## src/rtl/display_write_sequencer.sv

```systemverilog
// display_write_sequencer: queues processor stores to a display address and shows each value for a fixed dwell time.
// Ports: clk; reset (async, active-low); MemWrite/Adr/WriteData processor store bus;
//   hold freezes the dwell timer; disp_data/disp_valid feed the hex display driver;
//   fifo_count queued entries; overflow sticky dropped-capture flag.
// Define DISPLAY_SHOW_ADDR_EN to show each entry as an address phase then a data phase (adds disp_is_addr).
module display_write_sequencer #(
  parameter int          DEPTH        = 4,
  parameter int          DWELL_CYCLES = 50000000,
  parameter logic [31:0] ADDR_MATCH   = 32'h00000064,
  parameter logic [31:0] ADDR_MASK    = 32'hFFFFFFFF
) (
  input  logic                     clk,
  input  logic                     reset,
  input  logic                     MemWrite,
  input  logic [31:0]              Adr,
  input  logic [31:0]              WriteData,
  input  logic                     hold,
  output logic [15:0]              disp_data,
  output logic                     disp_valid,
  output logic [$clog2(DEPTH):0]   fifo_count,
  output logic                     overflow
`ifdef DISPLAY_SHOW_ADDR_EN
  ,
  output logic                     disp_is_addr
`endif
);
  localparam int AW = $clog2(DEPTH);
  localparam int CW = DWELL_CYCLES > 1 ? $clog2(DWELL_CYCLES) : 1;
  localparam logic [CW-1:0] DWELL_LAST = CW'(DWELL_CYCLES - 1);
`ifdef DISPLAY_SHOW_ADDR_EN
  localparam int EW = 32;
`else
  localparam int EW = 16;
`endif
  typedef enum logic [1:0] {IDLE, LOAD, DWELL} state_t;
  state_t        state;
  logic [EW-1:0] mem [DEPTH];
  logic [EW-1:0] entry, head;
  logic [AW-1:0] wptr, rptr;
  logic [CW-1:0] cnt;
  logic          q, q_d, push, pop, full, accept;
  logic          unused;
  assign unused = ^WriteData[31:16];
  assign q      = MemWrite && ((Adr & ADDR_MASK) == (ADDR_MATCH & ADDR_MASK));
  assign push   = q && !q_d;
  assign full   = fifo_count == (AW+1)'(DEPTH);
  assign accept = push && (!full || pop);
  assign head   = mem[rptr];
`ifdef DISPLAY_SHOW_ADDR_EN
  logic          second;
  logic [15:0]   data_buf;
  assign entry = {Adr[15:0], WriteData[15:0]};
  assign pop   = state == LOAD && !second;
`else
  assign entry = WriteData[15:0];
  assign pop   = state == LOAD;
`endif
  always_ff @(posedge clk)
    if (accept) mem[wptr] <= entry;
  always_ff @(posedge clk or negedge reset)
    if (!reset) begin
      q_d        <= 1'b0;
      wptr       <= '0;
      rptr       <= '0;
      fifo_count <= '0;
      overflow   <= 1'b0;
    end else begin
      q_d        <= q;
      wptr       <= accept ? wptr + AW'(1) : wptr;
      rptr       <= pop ? rptr + AW'(1) : rptr;
      fifo_count <= fifo_count + (AW+1)'(accept) - (AW+1)'(pop);
      overflow   <= overflow || (push && full && !pop);
    end
  always_ff @(posedge clk or negedge reset)
    if (!reset) begin
      state      <= IDLE;
      cnt        <= '0;
      disp_data  <= '0;
      disp_valid <= 1'b0;
`ifdef DISPLAY_SHOW_ADDR_EN
      disp_is_addr <= 1'b0;
      second       <= 1'b0;
      data_buf     <= '0;
`endif
    end else
      case (state)
        IDLE: state <= fifo_count != '0 ? LOAD : IDLE;
        LOAD: begin
`ifdef DISPLAY_SHOW_ADDR_EN
          disp_data    <= second ? data_buf : head[31:16];
          disp_is_addr <= !second;
          data_buf     <= head[15:0];
          second       <= 1'b0;
`else
          disp_data    <= head;
`endif
          cnt        <= DWELL_LAST;
          disp_valid <= 1'b1;
          state      <= DWELL;
        end
        DWELL:
          if (!hold) begin
            if (cnt != '0) cnt <= cnt - CW'(1);
            else begin
              disp_valid <= 1'b0;
`ifdef DISPLAY_SHOW_ADDR_EN
              disp_is_addr <= 1'b0;
              second       <= disp_is_addr;
              state        <= (disp_is_addr || fifo_count != '0) ? LOAD : IDLE;
`else
              state        <= fifo_count != '0 ? LOAD : IDLE;
`endif
            end
          end
        default: state <= IDLE;
      endcase
endmodule

```

## config.mk

```make
export PLATFORM = sky130hd
export DESIGN_NAME = display_write_sequencer
export DESIGN_NICKNAME = d
export VERILOG_FILES = /design/src/rtl/display_write_sequencer.sv
export SDC_FILE = /design/constraint.sdc
export NUM_CORES = 1
export LEC_CHECK = 0
export BUFFER_PORTS_ARGS = -buffer_cell sky130_fd_sc_hd__buf_2
export CAP_MARGIN = 20
export CORE_AREA = 8 8 101 103
export DETAILED_ROUTE_END_ITERATION = 8
export DIE_AREA = 0 0 109 111
export GPL_TIMING_DRIVEN = 0
export PLACE_DENSITY = 0.86
export SLEW_MARGIN = 20
export SYNTH_ARGS = -nofsm -noshare
export SYNTH_HDL_FRONTEND = slang
export SYNTH_SLANG_ARGS = --single-unit
```

## constraint.sdc

```tcl
create_clock -name clk -period 4.8 [get_ports clk]
set_input_delay 0.96 -clock clk [delete_from_list [all_inputs] [get_ports clk]]
set_output_delay 0.96 -clock clk [all_outputs]
set_load 0.1 [all_outputs]
```

==> impl_results.md, run 1 <==
* GP Congestion at 0.832
* CTS H-tree lvls at 4
* Synth top area share at 38.2%
* Critical path class: primary input to flop
* Mapped Area at 5020 um2
* Startpoint Class: primary input
* Sequential Power Share at 47.5%
* Filler Cell Count at 525
* Num CTS Buffers at 17
* # DRC at 0
* Clk root buf: clkbuf_8
* Final setup TNS at 0 ps
* Share of layout cells above drive strength 1 at 28.1%
* Comb pwr share at 6.0%
* N_diodes at 0
* Largest net degree at the start of global routing at 55
* NumNets Final at 537
* Tot Pwr at 2.43 mW
* Clock transition at the registers of the reported paths at 60 ps
* Detail Route Antenna Nets at 0
* Final slew viol count at 0
* First-iteration detailed-routing DRC count at 284
* Synth area leader: edfxtp_1
* Fmax at 0.309 GHz
* Most frequent cell after synthesis: edfxtp_1
* Count of cell types in the netlist at 48
* # rows at 34
* Clock power share at 46.6%
* Global route overflow at 0
* Register area at 3270 um2
* # setup viols final at 0
* Clock Sinks at 118
* Total of max-cap violations at 0
* Fin. Hold Viols at 0
* Area of the multi-input gates at 1650 um2
* Syn_nets at 446
* Top layer in use: met4
* Unrepaired setup endpoints after global routing: no
* Core area at 8550 um2
* M1 wire length at 4.61 mm
* EDFF count, synth at 64
* Ys async rst share at 45.8%
* Die Area at 12100 um2
* Crit-path max FO at 7
* Synth top cells by count: 64 x edfxtp_1, 63 x nand2_1, 54 x dfrtp_1
* Clock buffer depth at 2
* Clock period minus worst slack at 3230 ps
* Vias in the first global route at 3522
* DRT Pass-1 Iters at 4
* First-pass GRT wire length at 18.4 mm
* DR WL/cell at 19.2 um
* # IOs at 89
* PwrDens at 401 nW/um2
* Max_slew headroom at 40.7%
* Initial antenna violation count at 0
* Total track usage at 19.8%
* CTS tree: built
* Int Power at 1.81 mW
* Register area share after synthesis at 65.1%
* Ranking of synthesized cells by area: edfxtp_1 38%, dfrtp_1 27%, mux4_2 7.2%
* Area Overhead vs Synth at 20.6%
* Met3 Wirelength at 574 um
* Hold Path Class: flop to flop
* Tightest Pin Transition at 889 ps
* Outcome: finished clean
* Yosys reg bits at 118
* WP data required at 5220 ps
* Worst vdd rail ir drop at 0.315 mV
* Hpwl dp at 7.34 mm
* Worst setup EP type: flop
* Die Height at 111 um
* Starting density of the core at 58.8%
* Post_cts resized at 0
* Critical Path AT at 3660 ps
* Switching pwr at 0.612 mW
* Skew-Pair Late Insertion Delay at 510 ps
* CTS Hold Bufs at 0
* Final wirelength at 11.2 mm
* Total number of vias at 3360
* Met2 WL at 5.88 mm
* Synthesized area per cell at 13.6 um2
* Cells after Synth at 370
* Period utilisation layout at 67.4%
* Worst clock skew at 12.9 ps
* Port Buffers at 72
* Vias/cell at 5.77
* Primary FF master, synth: edfxtp_1
* Net Sw Frac at 25.2%
* LEAKAGE at 2.44 nW
* Post-CTS setup buffers at 0
* Synth Warn # at 0
* Die width at 109 um
path summary, 6_finish.rpt:
check                      startpoint             to  slack [ps]  cells past startpoint
setup / recovery              Adr[28]  fifo_count[2]        1570                     14
hold / removal               overflow       overflow         450                      1
setup reg to reg             state[1]  fifo_count[2]        1600                     12
hold reg to reg              overflow       overflow         450                      1
min in group asynchronous       reset         cnt[7]         510                      1
max in group asynchronous       reset   disp_data[9]        3830                      1
worst max-delay path: stages:
cell,delay (ps)
buf_2,100
nor4b_1,340
nand4_1,140
nor3_1,330
and3b_1,210
clkbuf_1,250
inv_1,80
ha_1,300
inv_1,60
ha_1,130
inv_1,50
fa_1,370
xnor2_1,190
xnor2_1,140
per-layer routing:
metal | global-route usage, % | up-vias
met5 | 0 | -
met4 | 7.31 | 0
met3 | 4.71 | 15
met2 | 32.4 | 110
met1 | 24.8 | 1688
li1 | - | 1547
cells by family (layout without fill, tap and decap cells):
group | after synthesis | count (layout) | share of synthesized area, %
buffers and inverters | 25 | 129 | 2.07
flip-flops | 118 | 118 | 65.1
XOR/XNOR | 18 | 18 | 3.14
adder cells (fa/ha/maj) | 8 | 8 | 2.14
multiplexers | 19 | 19 | 7.79
AO/OA/AOI/OAI | 29 | 29 | 4.01
AND/OR/NAND/NOR | 153 | 153 | 15.7
per-stage QoR:
step / hold slack [ps] / std cells / area [um2] / util (%) / setup slack (ps)
CTS: 452 / 582 / 6060 / 70.9 / 1570
finish: 449 / 582 / 6060 / 70.9 / 1570
detailed placement: 439 / 550 / 5520 / 64.6 / 1060
global placement: 439 / 550 / 5520 / 64.6 / 1220
floorplan: 469 / 370 / 5020 / - / 1450
global route: 493 / 582 / 6060 / 70.9 / 1270
flip-flops by register name, indices dropped and copies added, names as in the netlist:
register	count
disp_data	16
rptr	2
q_d	1
cnt	26
fifo_count	3
wptr	2
overflow	1
state	2
disp_valid	1
mem	64
final cells by class:
class / count / share of cell area (%)
clock inverter: 14 / 1.94
buffer: 15 / 1.09
multi-input combinational: 227 / 27.2
inverter: 10 / 0.620
tap: 108 / 2.23
clock buffer: 18 / 6.90
timing repair buffer: 72 / 5.99
sequential: 118 / 54.0
cells in the final DEF, fill, tap and decap left out, types with 4 or more instances in the layout:
master / netlist / routed
edfxtp_1: 64 / 64
nor3_1: 15 / 15
xor2_1: 8 / 8
buf_2: 2 / 73
and2_1: 5 / 5
clkbuf_1: 11 / 12
ha_1: 7 / 7
o21ai_0: 10 / 10
dfrtp_1: 54 / 54
o211ai_1: 4 / 4
nor4_1: 11 / 11
clkbuf_16: 0 / 16
nor4b_1: 5 / 5
mux4_2: 16 / 16
inv_6: 0 / 5
or3_1: 8 / 8
xnor2_1: 10 / 10
clkinvlp_4: 0 / 5
nand4_1: 5 / 5
nor2_1: 18 / 18
nand2_1: 63 / 63
inv_1: 10 / 10
nand3_1: 7 / 7
power by group through the flow:
| stage | sequential [mW] | clock, mW | combinational [mW] |
|---|---|---|---|
| final | 1.15 | 1.13 | 0.145 |
| after global routing | 1.16 | 1.17 | 0.165 |
| after CTS | 1.15 | 1.14 | 0.147 |
| after detailed placement | 1.17 | 0 | 0.143 |
| after global placement | 1.17 | 0 | 0.133 |
| after floorplan | 1.16 | 0 | 0.0868 |
No activity file was read; power rests on OpenSTA's default activity.
==> inputs of run 2 (changes only) <==
--- a/config.mk
+++ b/config.mk
@@ -7,11 +7,11 @@
 export LEC_CHECK = 0
 export BUFFER_PORTS_ARGS = -buffer_cell sky130_fd_sc_hd__buf_2
 export CAP_MARGIN = 20
-export CORE_AREA = 8 8 101 103
+export CORE_AREA = 8 8 105 107
 export DETAILED_ROUTE_END_ITERATION = 8
-export DIE_AREA = 0 0 109 111
+export DIE_AREA = 0 0 113 115
 export GPL_TIMING_DRIVEN = 0
-export PLACE_DENSITY = 0.86
+export PLACE_DENSITY = 0.8
 export SLEW_MARGIN = 20
 export SYNTH_ARGS = -nofsm -noshare
 export SYNTH_HDL_FRONTEND = slang
==> constraint.sdc (replaced) <==
create_clock -name clk -period 3 [get_ports clk]
set_input_delay 0.6 -clock clk [delete_from_list [all_inputs] [get_ports clk]]
set_output_delay 0.6 -clock clk [all_outputs]
set_load 0.1 [all_outputs]
==> impl_results.md, run 2 (same netlist as run 1, synthesis figures left out) <==
* Outcome: finished clean
* PwrDens at 648 nW/um2
* Top flop regs: mem x64, cnt x26, disp_data x16
* CP max stage delay at 400 ps
* # DRC at 0
* Clock buffer depth at 2
* Detail Route Antenna Nets at 0
* Design area at 6100 um2
* Crit path buffers/inverters at 5
* Startpoint Class: flop
* Die Area at 13000 um2
* Most frequent cells in the layout: 73 x buf_2, 64 x edfxtp_1, 63 x nand2_1
* CTS H-tree lvls at 4
* Critical Path AT at 3180 ps
* Die width at 113 um
* Crit path cell chain: inv_1 -> nand2_1 -> inv_1 -> nor3_1 -> nand2_1 -> and3b_1 -> inv_1 -> ha_1 -> inv_1 -> ha_1 -> inv_1 -> fa_1 -> xnor2_1 -> xnor2_1
* Worst setup EP type: flop
* Switching pwr at 1.02 mW
* Hpwl dp at 6.96 mm
* Vias/cell at 5.56
* WP data required at 3430 ps
* Final slew viol count at 0
* Final setup TNS at 0 ps
* Crit path max-delay family: adder cells
* Worst vdd rail ir drop at 0.563 mV
* Total of max-cap violations at 0
* Global route overflow at 0
* Share of layout cells above drive strength 1 at 29.0%
* Sequential Power Share at 46.5%
* Crit-path max FO at 7
* Tightest Pin Transition at 834 ps
* Area of the multi-input gates at 1650 um2
* Clock Sinks at 118
* DP Area at 5530 um2
* NumNets Final at 536
* Final Util at 64.5%
* Max FFs per register at 64
* N_diodes at 0
* Inst Count DP at 556
* Most common cell after layout, fill and taps aside: buf_2
* # setup viols final at 0
* Comb pwr share at 5.6%
* Filler Cell Count at 663
* Critical path class: flop to flop
* Net Sw Frac at 25.8%
* Pre-CTS setup slack at -395 ps
* Most flop-heavy register: mem
* LEAKAGE at 2.47 nW
* Skew-Pair Late Insertion Delay at 510 ps
* Vias in the first global route at 3391
* Unrepaired setup endpoints after global routing: no
* Initial antenna violation count at 0
* DR WL/cell at 17.1 um
* Final wirelength at 10.0 mm
* Worst clock skew at 10.3 ps
* Clock period minus worst slack at 2750 ps
* Non-Filler Instances at 587
* Int Power at 2.93 mW
* Port Buffers at 72
* First-iteration detailed-routing DRC count at 153
* GP Congestion at 0.813
* # IOs at 89
* Total track usage at 16.5%
* First-pass GRT wire length at 16.7 mm
* Final worst setup slack at 249 ps
* Top cell by count, worst path: inv_1
* Clock transition at the registers of the reported paths at 60 ps
* Starting density of the core at 53.1%
* Period utilisation layout at 91.7%
* Tot Pwr at 3.96 mW
* Hold Path Class: primary input to asynchronous set/reset pin
* Die Height at 115 um
* Num CTS Buffers at 17
* Max_slew headroom at 44.4%
* Crit-path slowest cell: dfrtp_1
* Fin. Hold Viols at 0
* Clk root buf: clkbuf_8
* # rows at 36
* Largest net degree at the start of global routing at 55
* Clock power share at 47.9%
* Fmax at 0.363 GHz
* Fin Hold WS at 133 ps
* Total number of vias at 3265
* CTS tree: built
* Register area at 3270 um2
* DRT Pass-1 Iters at 4
* Area Overhead vs Synth at 21.4%
* Core area at 9460 um2
-- run 2: cell count changes in the layout (fill, tap and decap cells not counted), sizes merged --
cell | before | now
clkbuf | 29 | 27
clkinv | 2 | 3
clkinvlp | 5 | 2
inv | 17 | 20
-- run 2: layer usage --
metal	GRT usage, %	share of wire (%)
met1	19.3	40
met2	28.5	53
met3	5.15	5.2
met4	5.60	1.2
met5	0	0
-- run 2: final cells by class --
| type | count | share of cell area (%) |
|---|---|---|
| Timing Repair Buffer | 72 | 5.95 |
| Inverter | 10 | 0.615 |
| Clock buffer | 17 | 6.79 |
| Tap cell | 114 | 2.34 |
| Clock inverter | 15 | 2.52 |
| Buffer | 14 | 1.07 |
| Sequential cell | 118 | 53.6 |
| Multi-Input combinational cell | 227 | 27.1 |
-- run 2: power by group through the flow --
stage / clock, mW / combinational [mW] / sequential [mW]
6_report: 1.89 / 0.223 / 1.84
4_1_cts: 1.93 / 0.227 / 1.84
3_5_place_dp: 0 / 0.226 / 1.87
2_1_floorplan: 0 / 0.139 / 1.86
5_1_grt: 2.01 / 0.255 / 1.85
3_3_place_gp: 0 / 0.212 / 1.87
-- run 2: worst paths after layout --
path	startpoint	to	slack (ps)	cells past startpoint
min reg2reg	overflow	overflow	460	1
max in group asynchronous	reset	cnt[5]	2410	1
min	reset	fifo_count[2]	130	1
min in group clk	WriteData[10]	mem[0][10]	300	1
max	state[1]	fifo_count[2]	250	14
max reg2reg	state[1]	fifo_count[2]	250	14
-- run 2: repair_timing --
item	in CTS	in global routing
cloned	0	0
buffers inserted	0	0
resized for setup	1	3
setup endpoints to repair	1	1
hold buffers	0	0
-- run 2: worst register-to-register path, stage by stage (launching register included) --
cell and delay, ps:
dfrtp_1 400, inv_1 100, nand2_1 180, inv_1 190, nor3_1 60, nand2_1 80, and3b_1 350, inv_1 80
ha_1 290, inv_1 50, ha_1 120, inv_1 40, fa_1 380, xnor2_1 200, xnor2_1 140
==> inputs of run 3 (changes only) <==
--- a/config.mk
+++ b/config.mk
@@ -6,12 +6,12 @@
 export NUM_CORES = 1
 export LEC_CHECK = 0
 export BUFFER_PORTS_ARGS = -buffer_cell sky130_fd_sc_hd__buf_2
-export CAP_MARGIN = 20
-export CORE_AREA = 8 8 105 107
+export CORE_AREA = 8 8 141 77
+export CTS_BUF_LIST = sky130_fd_sc_hd__clkbuf_8
 export DETAILED_ROUTE_END_ITERATION = 8
-export DIE_AREA = 0 0 113 115
+export DIE_AREA = 0 0 149 85
 export GPL_TIMING_DRIVEN = 0
-export PLACE_DENSITY = 0.8
+export PLACE_DENSITY = 0.84
 export SLEW_MARGIN = 20
 export SYNTH_ARGS = -nofsm -noshare
 export SYNTH_HDL_FRONTEND = slang
==> impl_results.md, run 3 (same netlist as run 1, synthesis figures left out) <==
* Skew-Pair Late Insertion Delay at 430 ps
* Unrepaired setup endpoints after global routing: no
* Clock Sinks at 118
* DRT Pass-1 Iters at 5
* Clock transition at the registers of the reported paths at 80 ps
* Top flop regs: mem x64, cnt x26, disp_data x16
* Startpoint Class: flop
* Total of max-cap violations at 0
* Final setup TNS at 0 ps
* Crit-path slowest cell: dfrtp_1
* Pre-CTS setup slack at -354 ps
* Worst clock skew at 12.0 ps
* N_diodes at 0
* Die Area at 12700 um2
* WP data required at 3350 ps
* Max FFs per register at 64
* Period utilisation layout at 94.7%
* Num CTS Buffers at 17
* Die Height at 85 um
* LEAKAGE at 2.39 nW
* Clock period minus worst slack at 2840 ps
* CP max stage delay at 420 ps
* Top cell by count, worst path: inv_1
* Reg-to-Reg Start: state[1]
* DR WL/cell at 18.8 um
* Final slew viol count at 0
* PwrDens at 586 nW/um2
* Outcome: finished clean
* Fin. Hold Viols at 0
* Critical Path AT at 3190 ps
* Share of layout cells above drive strength 1 at 29.0%
* Most flop-heavy register: mem
* M1 GR Usage at 24.0%
* Worst vdd rail ir drop at 0.376 mV
* Detail Route Antenna Nets at 0
* Vias in the first global route at 3446
* Vias/cell at 5.77
* Crit path max-delay family: buffers and inverters
* Largest net degree at the start of global routing at 55
* Final Util at 65.8%
* Critical path class: flop to flop
* Hold Path Class: primary input to asynchronous set/reset pin
* Crit path buffers/inverters at 6
* Clock buffer depth at 2
* Starting density of the core at 55.8%
* Area Overhead vs Synth at 18.1%
* Port Buffers at 72
* M2 GR Usage at 28.8%
* Clk root buf: clkbuf_8
* Tightest Pin Transition at 972 ps
* Die width at 149 um
* CTS H-tree lvls at 4
* CTS tree: built
* NumNets Final at 536
* Crit-path max FO at 10
* # DRC at 0
* Most common cell after layout, fill and taps aside: buf_2
* Hpwl dp at 7.59 mm
* CP startpoint: state[1]
* Total track usage at 18.4%
* Most frequent cells in the layout: 74 x buf_2, 64 x edfxtp_1, 63 x nand2_1
* Global route overflow at 0
* Final wirelength at 11.1 mm
* Core area at 9010 um2
* Total number of vias at 3427
* Met3 GRT Util at 5.41%
* Final worst setup slack at 159 ps
* Fmax at 0.352 GHz
* Crit path cell chain: inv_1 -> nand2_1 -> inv_1 -> clkbuf_2 -> buf_2 -> ha_1 -> inv_1 -> ha_1 -> inv_1 -> fa_1 -> xnor2_1 -> xnor2_1
* Fin Hold WS at 222 ps
* # rows at 25
* GP Congestion at 0.807
* CTS Hold Bufs at 0
* Max_slew headroom at 35.2%
* Worst setup EP type: flop
* First-pass GRT wire length at 17.8 mm
* FF-to-FF setup slack at 160 ps
* First-iteration detailed-routing DRC count at 229
* Initial antenna violation count at 1
* Post-CTS setup buffers at 0
* # setup viols final at 0
* Gr busiest metal: met2
* # IOs at 89
run 3: timing repair:
| action | in CTS | in global routing |
|---|---|---|
| setup endpoints to repair | 2 | 1 |
| resized for setup | 2 | 2 |
| hold endpoints to repair | 0 | 0 |
run 3: final timing paths:
check                           depth (start not counted)       endpoint
max in group asynchronous                               1  disp_data[10]
min in group clk                                        1      mem[1][4]
worst max register to register                         12  fifo_count[2]
worst min register to register                          1       overflow
worst max-delay path                                   12  fifo_count[2]
worst min-delay path                                    1         cnt[4]
run 3: through the flow:
step | std cells | cell area (um2) | total power, mW
finish | 594 | 5930 | 3.48
global route | 594 | 5930 | 3.59
CTS | 595 | 5930 | 3.49
detailed placement | 563 | 5540 | 2.10
global placement | 563 | 5540 | 2.08
floorplan | 370 | 5020 | 2.00
run 3: layer usage:
metal,share of wire [%],wire length [um],vias up
met2,47,5270,154
met3,7.4,823,15
met4,1.2,139,2
met1,44,4900,1704
li1,-,-,1552
met5,0.12,13,-
run 3: area by class of cell:
class,count,area (um2)
Clock buffer,18,248
Multi-Input combinational cell,227,1650
Inverter,10,37.5
Sequential cell,118,3270
Timing Repair Buffer,72,363
Tap cell,121,151
Clock inverter,14,141
Fill cell,630,3080
Buffer,14,65.1
run 3: where the power goes:
part / internal, mW / switching [mW] / total, mW
registers: 1.76 / 0.0753 / 1.84
clock network: 0.699 / 0.715 / 1.41
logic: 0.104 / 0.122 / 0.226
total: 2.56 / 0.912 / 3.48
